==> config.mk <==
export PLATFORM = sky130hd
export DESIGN_NAME = fetch_unit_flat
export DESIGN_NICKNAME = d
export VERILOG_FILES = /design/src/rtl/fetch_pkg.sv /design/src/rtl/fetch_unit_if.sv /design/src/rtl/fetch_fifo.sv /design/src/rtl/fetch_unit.sv /design/src/flat_wrapper.sv
export SDC_FILE = /design/constraint.sdc
export NUM_CORES = 1
export LEC_CHECK = 0
export CAP_MARGIN = 20
export CORE_MARGIN = 10
export CORE_UTILIZATION = 30
export DETAILED_ROUTE_END_ITERATION = 7
export SETUP_SLACK_MARGIN = 0.02
export SYNTH_ARGS = -nofsm -noshare
export SYNTH_HDL_FRONTEND = slang
export SYNTH_SLANG_ARGS = --single-unit
==> constraint.sdc <==
create_clock -name clk -period 6.1 [get_ports clk]
set_input_delay 0.61 -clock clk [delete_from_list [all_inputs] [get_ports clk]]
set_output_delay 0.61 -clock clk [all_outputs]
set_load 0.05 [all_outputs]
==> src/rtl/fetch_pkg.sv <==
// fetch_pkg: shared types and constants for the fetch stage
package fetch_pkg;
  localparam int XLEN = 32;
  localparam logic [XLEN-1:0] NOP_INSTR = 32'h0000_0013;
  typedef enum logic [1:0] {S_BOOT, S_RUN, S_HALT} state_t;
  typedef struct packed {
    logic [XLEN-1:0] pc;
    logic [XLEN-1:0] instr;
  } fetch_entry_t;
endpackage

==> src/rtl/fetch_unit_if.sv <==
// fetch_unit_if: imem, control and decode-side signals of the fetch stage
// master = fetch_unit side, slave = memory/control/decode side
interface fetch_unit_if #(
  parameter int ADDR_WIDTH = 32,
  parameter int DATA_WIDTH = 32
);
  logic                  imem_req;
  logic [ADDR_WIDTH-1:0] imem_addr;
  logic [DATA_WIDTH-1:0] imem_rdata;
  logic                  redirect_valid;
  logic [ADDR_WIDTH-1:0] redirect_pc;
  logic                  halt_req;
  logic                  out_valid;
  logic                  out_ready;
  logic [DATA_WIDTH-1:0] out_instr;
  logic [ADDR_WIDTH-1:0] out_pc;
  logic [ADDR_WIDTH-1:0] out_pc_plus4;
  logic                  misalign_err;
  modport master (
    output imem_req, imem_addr, out_valid, out_instr, out_pc, out_pc_plus4, misalign_err,
    input  imem_rdata, redirect_valid, redirect_pc, halt_req, out_ready
  );
  modport slave (
    input  imem_req, imem_addr, out_valid, out_instr, out_pc, out_pc_plus4, misalign_err,
    output imem_rdata, redirect_valid, redirect_pc, halt_req, out_ready
  );
endinterface

==> src/rtl/fetch_fifo.sv <==
// fetch_fifo: DEPTH-entry synchronous FIFO of fetch entries with flush
// ports: clk, rst_n (sync, active-low), push/din, pop/dout, flush, empty, count
module fetch_fifo
  import fetch_pkg::*;
#(
  parameter int           DEPTH   = 2,
  parameter fetch_entry_t RST_VAL = '0
) (
  input  logic                   clk,
  input  logic                   rst_n,
  input  logic                   push,
  input  logic                   pop,
  input  logic                   flush,
  input  fetch_entry_t           din,
  output fetch_entry_t           dout,
  output logic                   empty,
  output logic [$clog2(DEPTH):0] count
);
  localparam int PW = $clog2(DEPTH);
  fetch_entry_t r_mem [DEPTH];
  logic [PW-1:0] r_wp, r_rp;
  logic [PW:0] r_cnt;
  logic w_pop, w_full;
  assign empty  = r_cnt == '0;
  assign w_full = r_cnt == (PW+1)'(DEPTH);
  assign w_pop  = pop && !empty;
  assign dout   = r_mem[r_rp];
  assign count  = r_cnt;
  // entries reset to RST_VAL so the idle head shows a NOP at the reset PC
  always_ff @(posedge clk) begin
    if (!rst_n) begin
      r_wp  <= '0;
      r_rp  <= '0;
      r_cnt <= '0;
      for (int i = 0; i < DEPTH; i++) r_mem[i] <= RST_VAL;
    end else if (flush) begin
      r_wp  <= '0;
      r_rp  <= '0;
      r_cnt <= '0;
    end else begin
      assert (!(push && w_full));
      if (push) begin
        r_mem[r_wp] <= din;
        r_wp        <= r_wp + PW'(1);
      end
      if (w_pop) r_rp <= r_rp + PW'(1);
      r_cnt <= r_cnt + (PW+1)'(push) - (PW+1)'(w_pop);
    end
  end
endmodule

==> src/rtl/fetch_unit.sv <==
// fetch_unit: PC owner issuing 1-cycle-latency imem reads into a FIFO feeding decode
// ports: clk, rst_n (sync, active-low), bus (fetch_unit_if.master):
//   imem_req/imem_addr/imem_rdata, redirect_valid/redirect_pc, halt_req,
//   out_valid/out_ready/out_instr/out_pc/out_pc_plus4, misalign_err (sticky)
module fetch_unit
  import fetch_pkg::*;
#(
  parameter int                    ADDR_WIDTH = 32,
  parameter int                    DATA_WIDTH = 32,
  parameter int                    DEPTH      = 2,
  parameter logic [ADDR_WIDTH-1:0] RESET_PC   = '0
) (
  input logic         clk,
  input logic         rst_n,
  fetch_unit_if.master bus
);
  localparam int CW = $clog2(DEPTH) + 2;
  localparam fetch_entry_t RST_ENTRY = '{pc: XLEN'(RESET_PC), instr: NOP_INSTR};
  state_t r_state, w_next;
  logic [ADDR_WIDTH-1:0] r_pc, r_req_pc;
  logic r_inflight, r_misalign;
  logic w_req, w_pop, w_push, w_empty, w_redir;
  logic [$clog2(DEPTH):0] w_count;
  fetch_entry_t w_din, w_head;
  assign w_redir       = bus.redirect_valid;
  assign bus.out_valid = !w_empty && !w_redir;
  assign w_pop         = bus.out_valid && bus.out_ready;
  // a returning word is dropped if a redirect lands in the same cycle
  assign w_push        = r_inflight && !w_redir;
  assign w_din         = '{pc: XLEN'(r_req_pc), instr: XLEN'(bus.imem_rdata)};
  always_comb begin
    w_next = w_redir || r_state == S_BOOT ? S_RUN
           : r_state == S_RUN && bus.halt_req ? S_HALT : r_state;
    // credit: FIFO occupancy plus the word in flight must leave room after this cycle's pop
    w_req  = r_state == S_RUN && !w_redir && !bus.halt_req &&
             (CW'(w_count) + CW'(r_inflight) < CW'(DEPTH) + CW'(w_pop));
  end
  always_ff @(posedge clk) begin
    if (!rst_n) begin
      r_state    <= S_BOOT;
      r_pc       <= RESET_PC;
      r_req_pc   <= RESET_PC;
      r_inflight <= 1'b0;
      r_misalign <= 1'b0;
    end else begin
      r_state    <= w_next;
      r_inflight <= w_req;
      r_misalign <= r_misalign || (w_redir && |bus.redirect_pc[1:0]);
      if (w_req) r_req_pc <= r_pc;
      r_pc <= w_redir ? {bus.redirect_pc[ADDR_WIDTH-1:2], 2'b00}
            : w_req ? r_pc + ADDR_WIDTH'(4) : r_pc;
    end
  end
  fetch_fifo #(.DEPTH(DEPTH), .RST_VAL(RST_ENTRY)) u_fifo (
    .clk   (clk),
    .rst_n (rst_n),
    .push  (w_push),
    .pop   (w_pop),
    .flush (w_redir),
    .din   (w_din),
    .dout  (w_head),
    .empty (w_empty),
    .count (w_count)
  );
  assign bus.imem_req     = w_req;
  assign bus.imem_addr    = r_pc;
  assign bus.out_instr    = w_head.instr[DATA_WIDTH-1:0];
  assign bus.out_pc       = w_head.pc[ADDR_WIDTH-1:0];
  assign bus.out_pc_plus4 = bus.out_pc + ADDR_WIDTH'(4);
  assign bus.misalign_err = r_misalign;
endmodule

==> src/flat_wrapper.sv <==
// flat-port wrapper written by rule: the top's interface ports become plain ports
module fetch_unit_flat import fetch_pkg::*;
#(
  parameter int                    ADDR_WIDTH = 32,
  parameter int                    DATA_WIDTH = 32,
  parameter int                    DEPTH      = 2,
  parameter logic [ADDR_WIDTH-1:0] RESET_PC   = '0
)
  (clk, rst_n, bus_imem_req, bus_imem_addr, bus_out_valid, bus_out_instr, bus_out_pc, bus_out_pc_plus4, bus_misalign_err, bus_imem_rdata, bus_redirect_valid, bus_redirect_pc, bus_halt_req, bus_out_ready);
  fetch_unit_if #(.ADDR_WIDTH(ADDR_WIDTH), .DATA_WIDTH(DATA_WIDTH)) bus_i ();
  input logic clk;
  input logic rst_n;
  output wire logic [$bits(bus_i.imem_req)-1:0] bus_imem_req;
  output wire logic [$bits(bus_i.imem_addr)-1:0] bus_imem_addr;
  output wire logic [$bits(bus_i.out_valid)-1:0] bus_out_valid;
  output wire logic [$bits(bus_i.out_instr)-1:0] bus_out_instr;
  output wire logic [$bits(bus_i.out_pc)-1:0] bus_out_pc;
  output wire logic [$bits(bus_i.out_pc_plus4)-1:0] bus_out_pc_plus4;
  output wire logic [$bits(bus_i.misalign_err)-1:0] bus_misalign_err;
  input wire logic [$bits(bus_i.imem_rdata)-1:0] bus_imem_rdata;
  input wire logic [$bits(bus_i.redirect_valid)-1:0] bus_redirect_valid;
  input wire logic [$bits(bus_i.redirect_pc)-1:0] bus_redirect_pc;
  input wire logic [$bits(bus_i.halt_req)-1:0] bus_halt_req;
  input wire logic [$bits(bus_i.out_ready)-1:0] bus_out_ready;
  assign bus_imem_req = bus_i.imem_req;
  assign bus_imem_addr = bus_i.imem_addr;
  assign bus_out_valid = bus_i.out_valid;
  assign bus_out_instr = bus_i.out_instr;
  assign bus_out_pc = bus_i.out_pc;
  assign bus_out_pc_plus4 = bus_i.out_pc_plus4;
  assign bus_misalign_err = bus_i.misalign_err;
  assign bus_i.imem_rdata = bus_imem_rdata;
  assign bus_i.redirect_valid = bus_redirect_valid;
  assign bus_i.redirect_pc = bus_redirect_pc;
  assign bus_i.halt_req = bus_halt_req;
  assign bus_i.out_ready = bus_out_ready;
  fetch_unit #(.ADDR_WIDTH(ADDR_WIDTH), .DATA_WIDTH(DATA_WIDTH), .DEPTH(DEPTH), .RESET_PC(RESET_PC)) u_core (.clk(clk), .rst_n(rst_n), .bus(bus_i));
endmodule
==> flow_summary.yaml <==
status:
  status: "complete, no violations"
timing:
  tns_ns: 0
  setup_slack_ns: 1.75
  clock.fmax_mhz: 230
  final-hold-violation-count: 0
  tightest_slew_ns: 0.994
  slew_headroom: 0.335
  timing.hold.ws_ns: 0.469
  maxSlewViolCount: 0
  period_minus_slack_ns: 4.35
  finClkSkew_ns: 0.0107
  period_share: 0.714
  finalSetupViolations: 0
  rsz0062_at_grt: "no"
synthesis:
  synth_commonest_cells: "edfxtp_1 (124), and2_1 (121), nand2_1 (91)"
  synth_area_leaders: "edfxtp_1 (40%), dfxtp_1 (15%), and2_1 (8.1%)"
  yosysMostFrequentCell: "edfxtp_1"
  yosys.area_share.adder: 0.00804
  ys_seq_area_frac: 0.547
  synth_top_area_share: 0.399
  synth-xor-area-share: 0.0544
  synthSimpleGateAreaFrac: 0.206
  ys_seq_elements: 193
  synth.avg_cell_area_sq_um: 11.1
  synth_compound_area_frac: 0.0745
  synth_warnings: 0
  synth_edf_count: 124
  async_reset_ff_frac: 0
  synth_top_cell_by_area: "edfxtp_1"
  synth_top_family_by_area: "simple AND/OR/NAND/NOR gates"
  synth_cells: 842
  synth.cell_area_sq_um: 9340
  ys.flop_type: "edfxtp_1"
  synthMuxAreaShare: 0.0744
  yosys.cell_types.count: 56
layout:
  nets: 1088
  fin_util: 0.398
  drive_above_1_share: 0.103
  area_growth_pct: 30.8
  antenna_cells: 0
floorplanning:
  start_util: 0.305
  die_area_sq_um: 38600
  coreArea_sq_um: 30700
  die_w_microns: 196
  rows: 64
  pin_count: 200
  die_h_microns: 196
setup_path:
  slowest_delay_ns: 0.83
  crit_chain: "nand4_1 -> a222oi_1 -> and3_1 -> nand4b_1 -> xnor2_1 -> clkdlybuf4s50_1"
  crit_buf_inv: 1
  cp.arrival_ns: 3.74
  crit_fanout: 55
  cp_top_family: "simple AND/OR/NAND/NOR gates"
  worstSetupStartpointType: "register"
  crit_required_ns: 5.49
  critical-path-slowest-cell: "clkdlybuf4s50_1"
  path_class: "register to output pin"
  endpoint_kind: "output pin"
placed_design:
  io_buffers: 193
  dp_hpwl_microns: 17500
  gp_congestion: 0.781
  dp_worst_setup_slack_ns: 1.90
power_and_ir_drop:
  power_frac_seq: 0.492
  total_power_mw: 3.01
  power.ir.vdd_worst_v: 0.000167
  power_switching_mw: 0.837
  switching_share: 0.279
  p_int_mw: 2.17
  power.density_nw_per_um2: 246
  p_leak_nw: 4.27
  pwr-share-clk: 0.375
  combinationalPowerShare: 0.133
clock_tree:
  cts_resized: 0
  ctsHtreeMaxLevel: 4
  cts_buffers: 17
  cts_root_buffer: "clkbuf_16"
  cts_num_sinks: 193
  post_cts_buffers: 0
  clkSlewWorstSetupHoldPaths_ns: 0.08
  cts.path.max_buffers: 2
  insertion_delay_ns: 0.42
  cts_tree: "done"
  ctsHoldBuffers: 0
route:
  wl_microns: 24900
  ant_nets: 0
  drtPass1Iterations: 5
  drt-wirelength-per-cell_microns: 17.5
  drc_errors: 0
  drtIter0Drc: 418
  vias: 6574
  viasPerCell: 4.62
flow_run:
  max_cap_violations: 0
grt:
  antenna_found_initial: 0
  track_usage: 0.127
  grt_pass1_vias: 6727
  overflow: 0
  grt_pass1_wl_microns: 39400
  grt_max_degree: 68
worst_hold_path:
  min_path_type: "register to register"
## final cells by class
class,count,area (sq um)
Fill cell,2999,18500
Sequential cell,193,5110
Multi-Input combinational cell,580,3950
Timing Repair Buffer,201,1990
Tap cell,396,495
Clock buffer,18,429
Clock inverter,14,170
Inverter,20,75.1
## metal layers
metal	vias up	routed length, microns	GRT usage
met4	0	198	0.0314
met2	165	11400	0.198
met3	10	1540	0.0300
li1	3293	-	-
met1	3106	11800	0.174
met5	-	0	0
## layout by cell type, fill, tap and decap left out, types with 3 or more instances in the layout
master / count
dfxtp_1: 68
edfxtp_1: 124
nand3_1: 17
and2_1: 121
nand2_1: 91
mux2_2: 51
nand4_1: 15
nand4_2: 3
nor2_1: 23
a31oi_1: 3
nand4b_1: 8
a21boi_1: 4
xor2_1: 13
ha_1: 6
nor2b_1: 3
buf_4: 8
and4_1: 5
nor4_1: 8
xnor2_1: 45
clkdlybuf4s50_1: 192
nand2b_1: 6
a21oi_1: 30
conb_1: 6
and3_1: 9
mux2i_1: 12
o21ai_0: 31
inv_6: 3
clkbuf_16: 17
nor3_1: 11
inv_8: 3
clkinv_8: 3
inv_1: 18
clkinvlp_4: 3
a21boi_0: 27
## power by group through the flow
stage	logic [mW]	registers [mW]	clock network (mW)
6_report	0.398	1.48	1.13
5_1_grt	0.422	1.49	1.21
4_1_cts	0.405	1.48	1.16
3_5_place_dp	0.403	1.51	0
3_3_place_gp	0.402	1.51	0
2_1_floorplan	0.202	1.54	0
## per-stage QoR
stage                     std cells  area (sq um)
after floorplan                 847          9360
after global placement         1390         11600
after detailed placement       1390         11600
after CTS                      1422         12200
after global routing           1422         12200
final                          1422         12200
## final timing paths
path	from	cells after the start	slack, ns	to
min	u_core.bus.misalign_err	1	0.47	u_core.bus.misalign_err
min reg2reg	u_core.bus.misalign_err	1	0.47	u_core.bus.misalign_err
max	register	6	1.75	bus_out_pc_plus4[31]
max reg2reg	u_core.r_inflight	4	3.42	u_core.u_fifo.r_mem[1][4]
## kinds of logic (layout without fill, tap and decap cells)
logic type | after synthesis | count (layout)
mux | 63 | 63
buf+inv | 74 | 253
fa+ha+maj | 6 | 6
xor+xnor | 58 | 58
simple gates | 339 | 339
compound gates | 108 | 108
other cells | 1 | 6
flops | 193 | 193
## state kept, by name, summed over array words and instances, names as in the netlist, named ones only
register                 flops
u_core.bus.imem_addr        30
u_core.u_fifo.r_wp           1
u_core.u_fifo.r_mem        124
u_core.r_inflight            1
u_core.r_req_pc             30
u_core.u_fifo.r_rp           1
u_core.bus.misalign_err      1
u_core.u_fifo.count          2
u_core.r_state               2
Power figures use the tool's default switching activity.
